$ cat src/rtl/ex_muldiv_unit.sv
// Iterative RV32M multiply/divide unit beside the EX-stage ALU.
// Shift-add multiply and restoring divide over 32 cycles; EX is stalled until the result is ready.
module ex_muldiv_unit #(
    parameter int BIT_W = 32
) (
    input  logic             clk,
    input  logic             rst,
    input  logic             start_i,
    input  logic [2:0]       funct3_i,
    input  logic [BIT_W-1:0] opa_i,
    input  logic [BIT_W-1:0] opb_i,
    input  logic             flush_i,
    output logic             stall_o,
    output logic             busy_o,
    output logic             valid_o,
    output logic [BIT_W-1:0] result_o
);

    typedef enum logic [1:0] {IDLE, CALC, DONE} state_t;

    localparam logic [BIT_W-1:0] MIN_NEG = {1'b1, {(BIT_W-1){1'b0}}};

    state_t state, state_next;

    logic [2:0]         op;
    logic               neg_res;
    logic               neg_rem;
    logic [BIT_W-1:0]   mcand;
    logic [BIT_W-1:0]   dvsr;
    logic [BIT_W-1:0]   quo;
    logic [BIT_W-1:0]   rem;
    logic [2*BIT_W-1:0] prod;
    logic [5:0]         count;

    logic               issue;
    logic               a_signed, b_signed, a_neg, b_neg;
    logic [BIT_W-1:0]   mag_a, mag_b;
    logic               div_zero, div_ovf, fast;
    logic [BIT_W-1:0]   special;

    logic [BIT_W:0]     mul_sum;
    logic [2*BIT_W-1:0] prod_next;
    logic [BIT_W:0]     rem_sh;
    logic [BIT_W:0]     trial;
    logic [BIT_W-1:0]   rem_next, quo_next;
    logic [2*BIT_W-1:0] prod_fin;
    logic [BIT_W-1:0]   quo_fin, rem_fin, calc_result;

    // Operand decode at issue: signedness, magnitudes and the divide special cases.
    always_comb begin
        issue    = (state == IDLE) && start_i && !flush_i;
        a_signed = !((funct3_i == 3'b011) || (funct3_i[2] && funct3_i[0]));
        b_signed = a_signed && (funct3_i != 3'b010);
        a_neg    = a_signed && opa_i[BIT_W-1];
        b_neg    = b_signed && opb_i[BIT_W-1];
        mag_a    = a_neg ? -opa_i : opa_i;
        mag_b    = b_neg ? -opb_i : opb_i;
        div_zero = funct3_i[2] && (opb_i == '0);
        div_ovf  = funct3_i[2] && !funct3_i[0] && (opa_i == MIN_NEG) && (opb_i == '1);
        fast     = div_zero || div_ovf;
        if (div_zero)
            special = funct3_i[1] ? opa_i : '1;
        else
            special = funct3_i[1] ? '0 : MIN_NEG;
    end

    // One iteration of either datapath, plus sign correction of the final values.
    always_comb begin
        mul_sum   = prod[0] ? ({1'b0, prod[2*BIT_W-1:BIT_W]} + {1'b0, mcand})
                            : {1'b0, prod[2*BIT_W-1:BIT_W]};
        prod_next = {mul_sum, prod[BIT_W-1:1]};
        rem_sh    = {rem, quo[BIT_W-1]};
        trial     = rem_sh - {1'b0, dvsr};
        rem_next  = trial[BIT_W] ? rem_sh[BIT_W-1:0] : trial[BIT_W-1:0];
        quo_next  = {quo[BIT_W-2:0], !trial[BIT_W]};
        prod_fin  = neg_res ? -prod_next : prod_next;
        quo_fin   = neg_res ? -quo_next : quo_next;
        rem_fin   = neg_rem ? -rem_next : rem_next;
        if (op[2])
            calc_result = op[1] ? rem_fin : quo_fin;
        else if (op == 3'b000)
            calc_result = prod_fin[BIT_W-1:0];
        else
            calc_result = prod_fin[2*BIT_W-1:BIT_W];
    end

    always_ff @(posedge clk or posedge rst) begin
        if (rst)
            state <= IDLE;
        else
            state <= state_next;
    end

    always_comb begin
        state_next = state;
        case (state)
            IDLE:    if (issue) state_next = fast ? DONE : CALC;
            CALC: begin
                if (flush_i)
                    state_next = IDLE;
                else if (count == 6'd31)
                    state_next = DONE;
            end
            DONE:    state_next = IDLE;
            default: state_next = IDLE;
        endcase
    end

    // Stall is combinational from start so EX is held in the issue cycle itself.
    always_comb begin
        stall_o = issue || (state == CALC);
        busy_o  = (state != IDLE);
        valid_o = (state == DONE) && !flush_i;
    end

    always_ff @(posedge clk or posedge rst) begin
        if (rst) begin
            op       <= '0;
            neg_res  <= 1'b0;
            neg_rem  <= 1'b0;
            mcand    <= '0;
            dvsr     <= '0;
            quo      <= '0;
            rem      <= '0;
            prod     <= '0;
            count    <= '0;
            result_o <= '0;
        end else if (issue) begin
            op      <= funct3_i;
            neg_res <= a_neg ^ b_neg;
            neg_rem <= a_neg;
            mcand   <= mag_a;
            dvsr    <= mag_b;
            prod    <= {{BIT_W{1'b0}}, mag_b};
            quo     <= mag_a;
            rem     <= '0;
            count   <= '0;
            if (fast)
                result_o <= special;
        end else if ((state == CALC) && !flush_i) begin
            count <= count + 6'd1;
            if (op[2]) begin
                rem <= rem_next;
                quo <= quo_next;
            end else begin
                prod <= prod_next;
            end
            if (count == 6'd31)
                result_o <= calc_result;
        end
    end

endmodule

$ cat config.mk
export PLATFORM = sky130hd
export DESIGN_NAME = ex_muldiv_unit
export DESIGN_NICKNAME = d
export VERILOG_FILES = /design/src/rtl/ex_muldiv_unit.sv
export SDC_FILE = /design/constraint.sdc
export NUM_CORES = 1
export LEC_CHECK = 0
export CORE_MARGIN = 5
export CORE_UTILIZATION = 40
export CTS_BUF_LIST = sky130_fd_sc_hd__clkbuf_8
export CTS_CLUSTER_SIZE = 16
export DETAILED_ROUTE_END_ITERATION = 12
export PLACE_DENSITY = 0.62
export RECOVER_POWER = 50
export SETUP_SLACK_MARGIN = 0.02
export SLEW_MARGIN = 20
export SYNTH_ARGS = -nofsm -noshare
export SYNTH_HDL_FRONTEND = slang
export SYNTH_SLANG_ARGS = --single-unit
$ cat constraint.sdc
create_clock -name clk -period 15.1 [get_ports clk]
set_input_delay 1.51 -clock clk [delete_from_list [all_inputs] [get_ports clk]]
set_output_delay 1.51 -clock clk [all_outputs]
set_load 0.02 [all_outputs]
# ---- Yosys cells after proc, flatten, opt, wreduce, memory -nomap -nowiden
# Cells that the tools add are included.
dict set report word_totals {
  regBits 237
  inputBits 71
  elab_cells 94
}
dict set report op_classes {
  addsub 8
  n_eq_ne 11
  muxes 33
  n_bitwise 1
  reduce_logical 30
}
# op count
set op_table {}
lappend op_table {{$mux 32} 21}
lappend op_table {{$mux 64} 4}
lappend op_table {{$neg 32->32} 4}
lappend op_table {{$eq 32x32->1 const B} 2}
lappend op_table {{$neg 64->64} 1}
lappend op_table {{$add 32x32->33} 1}
lappend op_table {{$mux 33} 1}
lappend op_table {{$sub 33x32->33} 1}
lappend op_table {{$logic_not 32->1} 1}
lappend op_table {{$logic_and 1x1->1} 12}
lappend op_table {{$mux 6} 2}
lappend op_table {{$mux 2} 4}
lappend op_table {{$reduce_bool 2->1} 4}
lappend op_table {{$add 6x1->6 const B} 1}
lappend op_table {{$eq 6x5->1 const B} 1}
lappend op_table {{$reduce_and 2->1} 3}
lappend op_table {{$logic_not 1->1} 4}
lappend op_table {{$ne 2x1->1 const B} 2}
lappend op_table {{$pmux 2 s2} 1}
lappend op_table {{$eq 3x2->1 const B} 1}
lappend op_table {{$logic_not 3->1} 1}
lappend op_table {{$logic_or 1x1->1} 3}
lappend op_table {{$ne 3x2->1 const B} 1}
lappend op_table {{$ne 3x3->1 const B} 1}
lappend op_table {{other kinds (6)} 6}

# ---- Depth between registers and ports, before layout
dict set report logic_depth {
  depth_word 9
  depth_mapped 25
  ltp_nobuf 22
}

# ---- Least setup slack after synthesis
# Ideal clock, no wire load.
dict set report synth_path {
  path_type {reg2reg}
  from {register quo[31]}
  to {register result_o[28]}
  arrival_time_ps 5205
  required_ps 15032
  path_slack_ps 9826
  path_stages_with_launch 25
  n_path_buf 3
  cell_sequence {dfrtp_1 -> inv_1 -> ha_1 -> fa_1 -> nand2b_1 -> a211oi_4 -> o211ai_1 -> a21oi_2 -> o31a_2 -> nor2_4 -> inv_2 -> buf_2 -> buf_1 -> buf_1 -> ha_1 -> nand3_1 -> or3_1 -> nand2b_1 -> nand2b_1 -> or2_2 -> o31ai_1 -> xnor2_1 -> nand2_1 -> a221o_1 -> nand3_1}
}
dict set report synth_between {
  elab_chain_len 9
  elab_cells_between_ends 12
  cone_classes {add/sub: 3; mux: 8; reduce/logical: 1}
}
# item line
set synth_rtl {}
lappend synth_rtl {{from (decl)} 30} ;# logic [BIT_W-1:0] quo;
lappend synth_rtl {{from (signal assigned)} 135} ;# quo <= mag_a;
lappend synth_rtl {{from (signal assigned)} 144} ;# quo <= quo_next;
lappend synth_rtl {{$sub 33x32->33} 73} ;# trial = rem_sh - {1'b0, dvsr};
lappend synth_rtl {{$mux 32 / $logic_not 1->1 (equally long branches)} {74, 75}}
lappend synth_rtl {{$neg 32->32 (on tied branches)} {78, 77}}
lappend synth_rtl {{$mux 32 (on tied branches)} {78, 77}}
lappend synth_rtl {{$mux 32 *} 80} ;# calc_result = op[1] ? rem_fin : quo_fin;
lappend synth_rtl {{$mux 32 *} 79} ;# if (op[2])
lappend synth_rtl {{$mux 32 *} 148} ;# if (count == 6'd31)
lappend synth_rtl {{$mux 32 *} 140} ;# end else if ((state == CALC) && !flush_i) begin
lappend synth_rtl {{$mux 32 *} 128} ;# end else if (issue) begin
lappend synth_rtl {{to (signal assigned)} 139} ;# result_o <= special;
lappend synth_rtl {{to (signal assigned)} 149} ;# result_o <= calc_result;
lappend synth_rtl {{to (decl)} 16} ;# output logic [BIT_W-1:0] result_o
# Every way passes the cells marked *; elsewhere a longest branch is shown, timed or not. The select of a mux whose other input is x is not followed.
# A chain may end at the register's enable or synchronous reset.

==> impl_summary.log <==
[metrics] Die Area: 0.05474 mm^2
[metrics] crit path max-delay cell type: sky130_fd_sc_hd__clkbuf_1
[metrics] cell area after synthesis: between 0.02 and 0.025 mm^2
[metrics] number of placement rows: 82
[metrics] share of the cycle needed by the critical path after routing: 53.99%
[metrics] number of detailed-route iterations in the first pass: 6
[metrics] largest net degree at the start of global routing: 200
[metrics] Tightest Pin Transition: 4.507 ns
[metrics] number of synthesized flops with an enable pin: 0
[metrics] Worst VDD drop: 0.00006977 V
[metrics] category of the worst setup path launch point: input pin
[metrics] Syn. warnings: 0
[metrics] number of inserted filler cells in the final layout: roughly 5100
[metrics] maximum single-stage delay on the critical path: between 3 and 4 ns
[metrics] die outline height: 234.0 um
[metrics] required time of the critical path: 14.82 ns
[metrics] post-route minimum period: 8.152 ns
[metrics] proportion of register bits with asynchronous set or reset after synthesis: 100.0%
[metrics] clock-pin slew on the worst setup and hold paths: ~0.07 ns
[metrics] number of H-tree branching levels: 2
[metrics] drt drc: 0
[metrics] min-delay src: dvsr[24]$_DFFE_PP0P_
[metrics] maximum root-to-sink buffer count: 3
[metrics] area grow syn2layout: 12.06%
[metrics] max-cap check violation count: 4
[metrics] antenna violations before repair: 4
[metrics] sequential area share after synthesis: 29.56%
[metrics] Horiz. Die Dim: between 200 and 250 um
[metrics] number of different library cells in the post-synthesis netlist: 101
[metrics] CTS hold repair buffers: 0
[metrics] violated checks: capacitance limit, slew limit
[metrics] final hold vios: 0
[metrics] fraction of layout instances using a drive strength above 1: 5.667%
[metrics] PD cells: 151.2 mW/mm^2
[metrics] vias after detailed routing: 20790
[metrics] Sequential cell area: 0.005933 mm^2
[metrics] root cell of the clock tree: sky130_fd_sc_hd__clkbuf_8
[metrics] reg2reg path depth: 21
[metrics] synth cell count leaders: 309 x sky130_fd_sc_hd__nand2_1, 294 x sky130_fd_sc_hd__a21oi_1, 242 x sky130_fd_sc_hd__nor2_1
[metrics] clk_skew: 0.03403 ns
[metrics] number of cells on the worst hold path: 1
[metrics] Hold Path Class: reg -> reg
[metrics] post-synthesis area per instance: 7.615 um^2
[metrics] cell count after synthesis: 2635
[metrics] synthesis-stage register bit count: 237
[metrics] Detailed Place HPWL: 59.26 mm
[metrics] clock tree from TritonCTS: done
[metrics] number of max-slew violations in the final report: 326
[metrics] Synth area leaders: sky130_fd_sc_hd__dfrtp_1 30%, sky130_fd_sc_hd__a21oi_1 7.3%, sky130_fd_sc_hd__nand2_1 5.8%
[metrics] overall overflow remaining after global route: 0
[metrics] endpoint type of the worst setup path: asynchronous set/reset pin
[metrics] most repeated cell in the gate-level netlist after synthesis: sky130_fd_sc_hd__nand2_1
[metrics] area taken by multi-input logic gates: 0.01324 mm^2
[metrics] CP max FO: 93
[metrics] routability cong.: roughly 0.94
[metrics] total clock buffers created by CTS: 46
[metrics] post_cts resized: 0
[metrics] count of clock tree sinks: 237
[metrics] IO Pins: 106
[metrics] critical path launch point: rst
[metrics] clock network latency to the later pin of the worst-skew pair: 0.64 ns
[metrics] area fraction of the dominant cell type after synthesis: roughly 30%
[metrics] post-synth top area cell: sky130_fd_sc_hd__dfrtp_1
[metrics] launch point of the worst reg-to-reg path: quo[31]$_DFFE_PP0P_
[metrics] Vias/cell: 6.198
[metrics] RSZ-0062 raised after global routing: no
[metrics] Min Hold Slack: slightly below 0.5 ns
[metrics] Synthesized Nets: between 2000 and 3000
[metrics] Routed WL: 78.95 mm
[metrics] critical path start-end classification: in -> async
[metrics] Crit path arrival time: 7.87 ns
[metrics] via count of the first global-routing pass: a little under 20000
[metrics] Slew HR: -202.1%
[metrics] effective utilization at floorplan: about two fifths
[metrics] count of endpoints failing setup in the final report: 0
[metrics] number of design-rule violations left by the first detailed-router iteration: 2342
[metrics] highest achievable clock rate: 0.1227 GHz
[metrics] post-CTS setup buffer count: 0
[metrics] Routed Antenna Nets: 0
[metrics] outcome: finished, violations left
[metrics] count of input and output buffers: 105
[metrics] most common flop cell mapped by yosys: sky130_fd_sc_hd__dfrtp_1
[metrics] Leak Pwr: 9.235 nW
[metrics] global-route usage over all layers: roughly 28%
[metrics] cells traversed along the worst timing path: dlygate4sd3_1, clkinvlp_2, clkbuf_1
[metrics] post-DR wirelength/cell: 23.53 um
[metrics] total core area: 0.04986 mm^2
[metrics] setup TNS after final layout: 0 ns
[metrics] NumNets Final: 2795
[metrics] global-route wire length before repair: 120.6 mm
## worst max-delay path, delay by kind of cell
family	cells	cell delay (ns)
buffers and inverters	3	6.19
## worst paths after layout
check                                            to  slack [ns]
min                            dvsr[24]$_DFFE_PP0P_        0.48
max in group clk           result_o[28]$_DFFE_PP0P_        9.19
min reg2reg                    dvsr[24]$_DFFE_PP0P_        0.48
max                            prod[62]$_DFFE_PP0P_        6.95
max reg2reg                result_o[28]$_DFFE_PP0P_        9.19
min in group asynchronous      count[5]$_DFFE_PP0P_        2.72
## logic make-up after synthesis
| kind of cell | after synthesis | share of synthesized area, % |
|---|---|---|
| DFF | 237 | 29.56 |
| AOI/OAI and AO/OA | 831 | 26.10 |
| xor gates and xnor gates | 195 | 8.512 |
| and+or+nand+nor | 1025 | 24.63 |
| muxes | 39 | 1.983 |
| buffers and inverters | 235 | 4.590 |
| adders and majority gates | 73 | 4.627 |
## per-layer routing
layer  up-vias  share of wire, %  wire (um)  track usage (%)
li1       9612                 -          -                -
met1     10110                43      34250            39.73
met2       930                46      36160            45.46
met3       146               7.9       6213            4.056
met4         0               2.9       2322            8.001
met5         -                 0          0                0
## power breakdown
group | internal (mW) | switching (mW)
Sequential | 0.764 | 0.168
Clock | 0.383 | 0.313
Combinational | 0.629 | 1.14
## state kept, by name (all words and copies together), names as in the netlist
name	flops
op	3
result_o	32
quo	32
neg_rem	1
count	6
neg_res	1
prod	64
rem	32
state	2
mcand	32
dvsr	32
## final cells by class
type / instances / share of cell area (%)
Inverter: 73 / 1.224
Tap cell: 672 / 3.740
Timing Repair Buffer: 130 / 5.515
Multi-Input combinational cell: 2163 / 58.88
Clock buffer: 59 / 3.612
Clock inverter: 20 / 0.6344
Sequential cell: 237 / 26.39
Antenna cell: 1 / 0.01113
## cells in the final DEF, fill, tap and decap left out, types with 14 or more instances in the layout
cell type | Yosys | routed
sky130_fd_sc_hd__nand2_1 | 309 | 308
sky130_fd_sc_hd__a21oi_1 | 294 | 294
sky130_fd_sc_hd__nor2_1 | 242 | 242
sky130_fd_sc_hd__dfrtp_1 | 237 | 235
sky130_fd_sc_hd__o21ai_0 | 212 | 212
sky130_fd_sc_hd__xnor2_1 | 118 | 118
sky130_fd_sc_hd__nand3_1 | 105 | 105
sky130_fd_sc_hd__clkdlybuf4s50_1 | 0 | 103
sky130_fd_sc_hd__inv_1 | 70 | 81
sky130_fd_sc_hd__xor2_1 | 77 | 77
sky130_fd_sc_hd__and3_1 | 71 | 71
sky130_fd_sc_hd__ha_1 | 71 | 71
sky130_fd_sc_hd__nor3_1 | 68 | 66
sky130_fd_sc_hd__clkbuf_8 | 0 | 59
sky130_fd_sc_hd__nand4_1 | 45 | 45
sky130_fd_sc_hd__o31ai_1 | 40 | 40
sky130_fd_sc_hd__a211oi_1 | 34 | 34
sky130_fd_sc_hd__mux2i_1 | 33 | 33
sky130_fd_sc_hd__nand2b_1 | 30 | 30
sky130_fd_sc_hd__o211ai_1 | 30 | 30
sky130_fd_sc_hd__a31oi_1 | 29 | 29
sky130_fd_sc_hd__or3_1 | 29 | 28
sky130_fd_sc_hd__nor4_1 | 25 | 25
sky130_fd_sc_hd__a21o_1 | 24 | 24
sky130_fd_sc_hd__buf_4 | 2 | 21
sky130_fd_sc_hd__o41ai_1 | 17 | 17
sky130_fd_sc_hd__nor2b_1 | 15 | 15
sky130_fd_sc_hd__and2_1 | 15 | 15
sky130_fd_sc_hd__or4_1 | 14 | 14
## per-stage QoR
step	power (mW)	cell area, um^2	instances	setup slack, ns	utilization, %
after floorplan	2.127	20060	2635	7.087	-
after global placement	2.640	21550	3275	9.008	43.22
after detailed placement	2.662	21550	3275	9.079	43.22
after CTS	3.368	22500	3354	9.280	45.13
after global routing	3.618	22480	3355	5.546	45.09
final	3.401	22480	3355	6.948	45.09
No activity file was read; power rests on OpenSTA's default activity.
